### src/rtl/sam_mem_pkg.sv
// Shared types and constants for the SAM memory bus arbiter.
package sam_mem_pkg;
  localparam int AW_DEF        = 8;
  localparam int DW_DEF        = 8;
  localparam int MEM_DEPTH_DEF = 64;

  localparam logic RW_READ  = 1'b1;
  localparam logic RW_WRITE = 1'b0;
  localparam logic OWN_CPU  = 1'b0;
  localparam logic OWN_CON  = 1'b1;

  typedef enum logic [1:0] {IDLE, ISSUE, WAIT, ACK} state_t;
endpackage

### src/rtl/sam_rr_pick2.sv
// Two-way combinational round-robin pick; on a tie the side that did not win last time gets it.
module sam_rr_pick2 (
  input  logic [1:0] i_req,
  input  logic       i_last_owner,
  output logic       o_grant_valid,
  output logic       o_grant_id
);
  assign o_grant_valid = |i_req;
  assign o_grant_id    = (&i_req) ? ~i_last_owner : i_req[1];
endmodule

### src/rtl/sam_mem_arbiter.sv
// Shares the single SAM memory bus between the CPU and the console/loader port,
// one memory cycle per grant, with a one-cycle ack back to the winner.
module sam_mem_arbiter
  import sam_mem_pkg::*;
#(
  parameter int AW        = AW_DEF,
  parameter int DW        = DW_DEF,
  parameter int MEM_DEPTH = MEM_DEPTH_DEF
) (
  input  logic          clk,
  input  logic          rst,
  input  logic          cpu_req,
  input  logic          cpu_rw,
  input  logic [AW-1:0] cpu_addr,
  input  logic [DW-1:0] cpu_wdata,
  output logic          cpu_ack,
  output logic          cpu_err,
  output logic [DW-1:0] cpu_rdata,
  input  logic          con_req,
  input  logic          con_rw,
  input  logic [AW-1:0] con_addr,
  input  logic [DW-1:0] con_wdata,
  output logic          con_ack,
  output logic          con_err,
  output logic [DW-1:0] con_rdata,
  input  logic          hold_cpu,
  output logic          mem_en,
  output logic          mem_rw,
  output logic [AW-1:0] mem_addr,
  output logic [DW-1:0] mem_wdata,
  input  logic [DW-1:0] mem_rdata,
  output logic          busy,
  output logic          owner
);
  localparam logic [31:0] DEPTH_U = 32'(MEM_DEPTH);

  state_t        r_state, w_state_nxt;
  logic          r_rw, r_err, r_owner;
  logic [AW-1:0] r_addr;
  logic [DW-1:0] r_wdata, r_cpu_rdata, r_con_rdata;

  logic          w_gnt_valid, w_gnt_id, w_gnt_rw, w_oor;
  logic [AW-1:0] w_gnt_addr;
  logic [DW-1:0] w_gnt_wdata;
  logic          w_ack;

  sam_rr_pick2 u_pick (
    .i_req        ({con_req, cpu_req & ~hold_cpu}),
    .i_last_owner (r_owner),
    .o_grant_valid(w_gnt_valid),
    .o_grant_id   (w_gnt_id)
  );

  assign w_gnt_rw    = (w_gnt_id == OWN_CON) ? con_rw    : cpu_rw;
  assign w_gnt_addr  = (w_gnt_id == OWN_CON) ? con_addr  : cpu_addr;
  assign w_gnt_wdata = (w_gnt_id == OWN_CON) ? con_wdata : cpu_wdata;
  assign w_oor       = 32'(w_gnt_addr) >= DEPTH_U;

  always_ff @(posedge clk or posedge rst) begin
    if (rst) r_state <= IDLE;
    else     r_state <= w_state_nxt;
  end

  always_comb begin
    w_state_nxt = r_state;
    case (r_state)
      IDLE:    if (w_gnt_valid) w_state_nxt = w_oor ? ACK : ISSUE;
      ISSUE:   w_state_nxt = (r_rw == RW_READ) ? WAIT : ACK;
      WAIT:    w_state_nxt = ACK;
      ACK:     w_state_nxt = IDLE;
      default: w_state_nxt = IDLE;
    endcase
  end

  // Owner resets to the console so the CPU wins the first tie.
  always_ff @(posedge clk or posedge rst) begin
    if (rst) begin
      r_rw        <= RW_WRITE;
      r_err       <= 1'b0;
      r_owner     <= OWN_CON;
      r_addr      <= '0;
      r_wdata     <= '0;
      r_cpu_rdata <= '0;
      r_con_rdata <= '0;
    end else begin
      if (r_state == IDLE && w_gnt_valid) begin
        r_rw    <= w_gnt_rw;
        r_addr  <= w_gnt_addr;
        r_wdata <= w_gnt_wdata;
        r_err   <= w_oor;
        r_owner <= w_gnt_id;
      end
      if (r_state == WAIT) begin
        if (r_owner == OWN_CPU) r_cpu_rdata <= mem_rdata;
        else                    r_con_rdata <= mem_rdata;
      end
    end
  end

  assign mem_en    = (r_state == ISSUE);
  assign mem_rw    = mem_en & r_rw;
  assign mem_addr  = r_addr;
  assign mem_wdata = r_wdata;
  assign busy      = (r_state != IDLE);
  assign owner     = r_owner;

  assign w_ack     = (r_state == ACK);
  assign cpu_ack   = w_ack & (r_owner == OWN_CPU);
  assign con_ack   = w_ack & (r_owner == OWN_CON);
  assign cpu_err   = cpu_ack & r_err;
  assign con_err   = con_ack & r_err;
  assign cpu_rdata = r_cpu_rdata;
  assign con_rdata = r_con_rdata;
endmodule

### config.mk
export PLATFORM = sky130hd
export DESIGN_NAME = sam_mem_arbiter
export DESIGN_NICKNAME = d
export VERILOG_FILES = /design/src/rtl/sam_mem_pkg.sv /design/src/rtl/sam_rr_pick2.sv /design/src/rtl/sam_mem_arbiter.sv
export SDC_FILE = /design/constraint.sdc
export NUM_CORES = 1
export LEC_CHECK = 0
export CAP_MARGIN = 0
export CORE_MARGIN = 2
export CORE_UTILIZATION = 56
export CTS_CLUSTER_DIAMETER = 50
export CTS_CLUSTER_SIZE = 8
export DETAILED_ROUTE_END_ITERATION = 6
export DONT_BUFFER_PORTS = 1
export PLACE_DENSITY = 0.74
export RECOVER_POWER = 50
export SLEW_MARGIN = 0
export SYNTH_ARGS = -nofsm -noshare
export SYNTH_HDL_FRONTEND = slang
export SYNTH_SLANG_ARGS = --single-unit
### constraint.sdc
create_clock -name clk -period 1.64 [get_ports clk]
set_clock_uncertainty 0.2 [all_clocks]
set_input_delay 0.164 -clock clk [delete_from_list [all_inputs] [get_ports clk]]
set_output_delay 0.164 -clock clk [all_outputs]
set_load 0.05 [all_outputs]
==> out/results.ini, run 1 <==
[worst_setup_path]
worstSetupEndpointType = output pin
required_ns = 1.28
worstPathArrival_ns = 1.43
r2r_end = mem_addr[0]$_DFFE_PP0P_
r2r_setup_slack_ns = -0.14
r2r_start = owner$_DFFE_PP1P_
critical_path_class = flip-flop to output pin
cp-startpoint = r_state[0]$_DFFE_PP0P_
cp_max_fo = 3
cp-start-kind = flip-flop
worst-r2r-cell-count = 4
cp-endpoint = cpu_err

[layout]
register_area_sq_um = 931
utilization_pct = 90.6
layout-drive-gt1-share_pct = 35.4
fin_cells = 300
antenna_cells = 0
area_delta_synth_final_pct = 55.6
fillCellCount = 131
multi_input_area_sq_um = 1030
fin_nets = 304

[placed_design]
dp_slack_ns = -0.268
io_buffers = 0
place_inst = 241
place_congestion = 0.901
hpwl_microns = 3140

[power_and_ir_drop]
p_comb_share_pct = 58.4
p_seq_share_pct = 31.4
vdd_drop_max_uv = 1460
intPower_w = 0.00334
swShare_pct = 50.5
power.share.clock_pct = 10.2
p_sw_w = 0.00340
p_leak_nw = 1.28
powerDensity_nw_per_um2 = 2250
power_w = 0.00674

[die]
dieArea_sq_um = 3930
core_area_sq_um = 3310
fp-row-count = 21
die_w_microns = 62.7
io_pins = 87
start_util_pct = 58.2
fp.dieH_microns = 62.7

[timing]
setup_violations = 33
slew_headroom_pct = 39.4
slew_violations = 0
holdWs_ns = 0.00937
finalCriticalPeriod_ns = 1.79
worst_slew_pin_slew_ns = 0.909
hold_viol_final = 0
fmax_mhz = 558
rsz0062_at_grt = true
final.setup.worst_slack_ns = -0.153
timing.final.crit_share_pct = 109

[clocking]
clockRootBuffer = clkbuf_4
cts_num_sinks = 37
htree_levels = 2
clk_latency_ns = 0.36
clk_path_buf_depth = 2
cts_tree = done
cts_inserted_buffers = 5
path_clk_slew_ns = 0.12

[synth]
yosysTopAreaCell = dfrtp_1
syn_inst = 172
yosys-top-cells-count = dfrtp_1, nand2_1, o21ai_0
postSynthAreaPerCell_sq_um = 11.2
syn_area_sq_um = 1930
synth_ff_type = dfrtp_1
ys_top_cells_by_area = dfrtp_1, o221a_1, mux2_2, a2bb2oi_1, o21ai_0
yosysWarnings = 0
synth_nets = 223
synth.most_common_cell = dfrtp_1
ys_seq_area_share_pct = 48.1
ys_ff_latch = 37
async_flop_share_pct = 100
synth_edf_count = 0
yosysUniqueCellTypes = 34
synth_top_cell_area_share_pct = 46.7

[global_routing]
grt_start_max_net_pins = 38
grt-ovfl-total = 0
grt_pass1_wl_microns = 8570
grt_use_total_pct = 28.4
antenna_found_initial = 0
grt_pass1_vias = 1708

[drt]
first_pass_iters = 4
via_count = 1853
postRouteAntennaNets = 0
viasPerCell = 6.18
wl_per_cell_microns = 21.2
drt-total-wl_microns = 6360
drc = 0
drt_iter0_markers = 111

[run_status]
status = finished, violations left
violations = setup timing

[worst_hold_path]
hold_class = primary input to flip-flop

[run]
cap_violations = 0

==> power by group through the flow <==
stage          clock network (W)  logic (W)  registers [W]
3_5_place_dp                   0    0.00343        0.00210
3_3_place_gp                   0    0.00334        0.00207
4_1_cts                 0.000680    0.00375        0.00208
2_1_floorplan                  0    0.00141        0.00312
5_1_grt                 0.000728    0.00410        0.00217
6_report                0.000690    0.00394        0.00211
==> layout by cell type, fill, tap and decap left out, drive strengths merged, types with 3 or more instances in the layout <==
| master | count |
|---|---|
| nand2 | 18 |
| inv | 9 |
| o21ai | 17 |
| o221a | 15 |
| dlygate4sd3 | 46 |
| clkbuf | 7 |
| ha | 4 |
| o221ai | 3 |
| buf | 42 |
| dfrtp | 36 |
| and2 | 3 |
| a2bb2oi | 14 |
| mux2 | 16 |
==> cells by family (layout without fill, tap and decap cells) <==
family | after synthesis | count (layout) | share of synthesized area [%]
AOI/OAI and AO/OA | 58 | 58 | 25.1
adders and majority gates | 4 | 4 | 2.60
buffers and inverters | 24 | 106 | 6.42
DFF | 37 | 37 | 48.1
muxes | 16 | 16 | 9.34
and+or+nand+nor | 33 | 33 | 8.44
==> how the worst min path moves through the flow <==
stage | slack, ns | depth (start not counted) | to | startpoint
after CTS | -0.20 | 2 | mem_addr[7]$_DFFE_PP0P_ | con_req
final | 0.009 | 3 | r_err$_DFFE_PP0P_ | cpu_req
after detailed placement | -0.01 | 2 | cpu_rdata[4]$_DFFE_PP0P_ | rst
after floorplan | 0.1 | 1 | cpu_rdata[1]$_DFFE_PP0P_ | mem_rdata[1]
after global routing | 0.03 | 3 | r_state[1]$_DFFE_PP0P_ | cpu_req
after global placement | -0.03 | 2 | con_rdata[5]$_DFFE_PP0P_ | rst
==> through the flow <==
stage	TNS [ns]	area, sq um
after CTS	-1.61	2800
final	-1.94	3000
after detailed placement	-2.01	2260
after global placement	-0.359	2260
after global routing	-3.57	3000
after floorplan	-0.522	1960
==> flip-flops by register name (all words and copies together), names as in the netlist <==
signal,flops
cpu_rdata,8
r_rw,1
owner,1
r_err,1
mem_wdata,8
mem_addr,8
r_state,2
con_rdata,8
==> critical path: stages, from the launching register on <==
cell	delay, ns
dfrtp_1	0.42
buf_4	0.16
ha_4	0.17
nor2b_4	0.12
and2_4	0.21
==> metal layers <==
metal  vias to the layer above  GRT usage, %  share of wire, %
li1                        802             -                 -
met1                       918          35.1                37
met2                       108          47.0                54
met3                        25          6.31               6.3
met4                         0          14.2               3.2
met5                         -             0                 0
==> what timing repair did <==
| item | in CTS | in global routing |
|---|---|---|
| gates resized for setup | 23 | 17 |
| cloned | 2 | 0 |
| buffers inserted | 5 | 1 |
| hold buffers | 26 | 21 |
| pin swaps | 17 | 7 |
| endpoints found under the setup margin | 24 | 43 |
| hold endpoints to repair | 74 | 21 |
==> area by class of cell <==
type,instances,share of cell area [%]
Timing Repair Buffer,89,28.6
Clock buffer,6,1.71
Multi-Input combinational cell,111,34.3
Inverter,9,1.21
Clock inverter,2,1.25
Tap cell,46,1.92
Sequential cell,37,31.0
Note: power is estimated with default switching activity, not from simulation.
==> run 2, diff against run 1 <==
--- a/config.mk
+++ b/config.mk
@@ -7,12 +7,12 @@
 export LEC_CHECK = 0
 export CAP_MARGIN = 0
 export CORE_MARGIN = 2
-export CORE_UTILIZATION = 56
+export CORE_UTILIZATION = 62
 export CTS_CLUSTER_DIAMETER = 50
 export CTS_CLUSTER_SIZE = 8
 export DETAILED_ROUTE_END_ITERATION = 6
 export DONT_BUFFER_PORTS = 1
-export PLACE_DENSITY = 0.74
+export PLACE_DENSITY = 0.78
 export RECOVER_POWER = 50
 export SLEW_MARGIN = 0
 export SYNTH_ARGS = -nofsm -noshare
==> constraint.sdc (replaced) <==
create_clock -name clk -period 1.7 [get_ports clk]
set_clock_uncertainty 0.2 [all_clocks]
set_input_delay 0.17 -clock clk [delete_from_list [all_inputs] [get_ports clk]]
set_output_delay 0.17 -clock clk [all_outputs]
set_load 0.05 [all_outputs]
==> run 2 against run 1 <==
The run still ends with setup timing left. Design area is 4.4% lower. Power is 4.6% lower. Highest routed layer unchanged. Clock power is 29% lower. Critical path depth is 1 lower.
==> out/results.ini, run 2 (synthesized netlist as in run 1, its figures left out) <==
[run_status]
status = finished, violations left  ; unchanged
violations = setup timing  ; unchanged

[placed_design]
io_buffers = 0  ; unchanged
place_inst = 229  ; was 241
place_congestion = 0.849  ; was 0.901
dp_slack_ns = -0.179  ; was -0.268 ns
hpwl_microns = 3280  ; was 3140 microns

[clocking]
clk_path_buf_depth = 2  ; unchanged
cts_num_sinks = 37  ; unchanged
clk_latency_ns = 0.34  ; was 0.36 ns
cts_tree = done  ; unchanged
htree_levels = 2  ; unchanged
path_clk_slew_ns = 0.12  ; about the same
clockRootBuffer = clkbuf_4  ; unchanged
cts_inserted_buffers = 5  ; unchanged

[drt]
postRouteAntennaNets = 0  ; unchanged
first_pass_iters = 5  ; was 4
drc = 0  ; unchanged
via_count = 1991  ; was 1853
drt-total-wl_microns = 7510  ; was 6360 microns
drt_iter0_markers = 152  ; was 111
viasPerCell = 6.91  ; was 6.18
wl_per_cell_microns = 26.1  ; was 21.2 microns

[layout]
final_common_cell = dlygate4sd3_1  ; unchanged
layout-drive-gt1-share_pct = 33.1  ; was 35.4%
fillCellCount = 67  ; was 131
final_cell_mix = dlygate4sd3_1, dfrtp_1, buf_4  ; unchanged
area_delta_synth_final_pct = 48.7  ; was 55.6%
fin_cells = 288  ; was 300
register_area_sq_um = 932  ; was 931 sq um
multi_input_area_sq_um = 957  ; was 1030 sq um
fin_nets = 304  ; unchanged

[worst_setup_path]
cp_max_fo = 5  ; was 3
worstPathArrival_ns = 1.45  ; was 1.43 ns
worstSetupEndpointType = output pin  ; unchanged
r2r_end = r_state[1]$_DFFE_PP0P_  ; was mem_addr[0]$_DFFE_PP0P_
r2r_setup_slack_ns = -0.06  ; was -0.14 ns
cp-start-kind = flip-flop  ; unchanged
worst-r2r-cell-count = 5  ; was 4
critical_path_class = flip-flop to output pin  ; unchanged
required_ns = 1.33  ; was 1.28 ns
cp-endpoint = con_err  ; was cpu_err
cp-startpoint = owner$_DFFE_PP1P_  ; was r_state[0]$_DFFE_PP0P_
r2r_start = r_state[0]$_DFFE_PP0P_  ; was owner$_DFFE_PP1P_

[global_routing]
grt_pass1_wl_microns = 7980  ; was 8570 microns
antenna_found_initial = 0  ; unchanged
grt_use_total_pct = 30.6  ; was 28.4%
grt_pass1_vias = 1671  ; was 1708
grt-ovfl-total = 0  ; unchanged
grt_start_max_net_pins = 36  ; was 38

[timing]
hold_viol_final = 0  ; unchanged
final.setup.worst_slack_ns = -0.118  ; was -0.153 ns
finalCriticalPeriod_ns = 1.82
setup_violations = 11  ; was 33
fmax_mhz = 550
worst_slew_pin_slew_ns = 1.24  ; was 0.909 ns
slew_headroom_pct = 17.1  ; was 39.4%
timing.final.crit_share_pct = 107
slew_violations = 0  ; unchanged
rsz0062_at_grt = true  ; unchanged

[power_and_ir_drop]
p_leak_nw = 1.24  ; was 1.28 nW
power_w = 0.00643  ; was 0.00674 W
powerDensity_nw_per_um2 = 2240  ; was 2250 nW/um^2
vdd_drop_max_uv = 1480  ; was 1460 uV

[die]
start_util_pct = 64.2  ; was 58.2%
io_pins = 87  ; unchanged
dieArea_sq_um = 3570  ; was 3930 sq um
fp.dieH_microns = 59.8  ; was 62.7 microns
fp-row-count = 20  ; was 21
die_w_microns = 59.8  ; was 62.7 microns
core_area_sq_um = 3000  ; was 3310 sq um

[worst_hold_path]
hold_class = primary input to flip-flop  ; unchanged

[run]
cap_violations = 0  ; unchanged

==> run 2: through the flow <==
step	util, %	setup TNS [ns]	hold slack, ns	cell area, sq um
final	95.5	-0.570	0.0327	2870
after global routing	95.4	-1.29	0.0341	2870
after global placement	75.0	-0.0202	-0.0941	2250
after detailed placement	75.0	-0.450	-0.0812	2250
after floorplan	-	0	0.102	1950
after CTS	86.8	-0.767	-0.199	2610
==> run 2: what timing repair did <==
action / 4_1_cts / 5_1_grt
gates resized for setup: 10 / 13
endpoints found under the setup margin: 10 / 39
setup buffers: 3 / 1
hold endpoints to repair: 74 / 21
pin swaps: 0 / 3
hold buffers: 24 / 22
==> run 2: report_power, final <==
group          internal (W)  leakage, nW  switching [W]
combinational       0.00146        0.785        0.00239
clock              0.000156       0.0310       0.000336
sequential          0.00135        0.423       0.000742
total               0.00296         1.24        0.00347
==> run 2: worst max-delay path: stages, from the launching register on <==
cell and delay, ns:
dfstp_4 0.65, buf_6 0.12, and3_4 0.20, buf_12 0.13
==> run 2: metal layers <==
metal / track usage (%) / vias to the layer above / wire length [microns]
met5: 0 / - / 0
met4: 10.8 / 0 / 439
met3: 5.63 / 45 / 738
met2: 55.0 / 176 / 3830
met1: 36.4 / 967 / 2500
li1: - / 803 / -
==> run 2: cell type report <==
class / instances / share of cell area [%]
Timing Repair Buffer: 89 / 29.3
Sequential cell: 37 / 32.5
Antenna cell: 1 / 0.0873
Clock buffer: 5 / 1.31
Tap cell: 33 / 1.44
Multi-Input combinational cell: 111 / 33.4
Clock inverter: 3 / 0.611
Inverter: 9 / 1.35
==> run 2: worst min path at each step <==
stage	from	to	slack [ns]	depth (start not counted)
final	cpu_req	mem_addr[6]$_DFFE_PP0P_	0.03	3
after CTS	con_req	mem_addr[6]$_DFFE_PP0P_	-0.20	2
after detailed placement	rst	cpu_rdata[5]$_DFFE_PP0P_	-0.08	2
after global routing	cpu_req	mem_addr[6]$_DFFE_PP0P_	0.03	3
after global placement	rst	con_rdata[7]$_DFFE_PP0P_	-0.09	2
after floorplan	mem_rdata[1]	cpu_rdata[1]$_DFFE_PP0P_	0.10	1
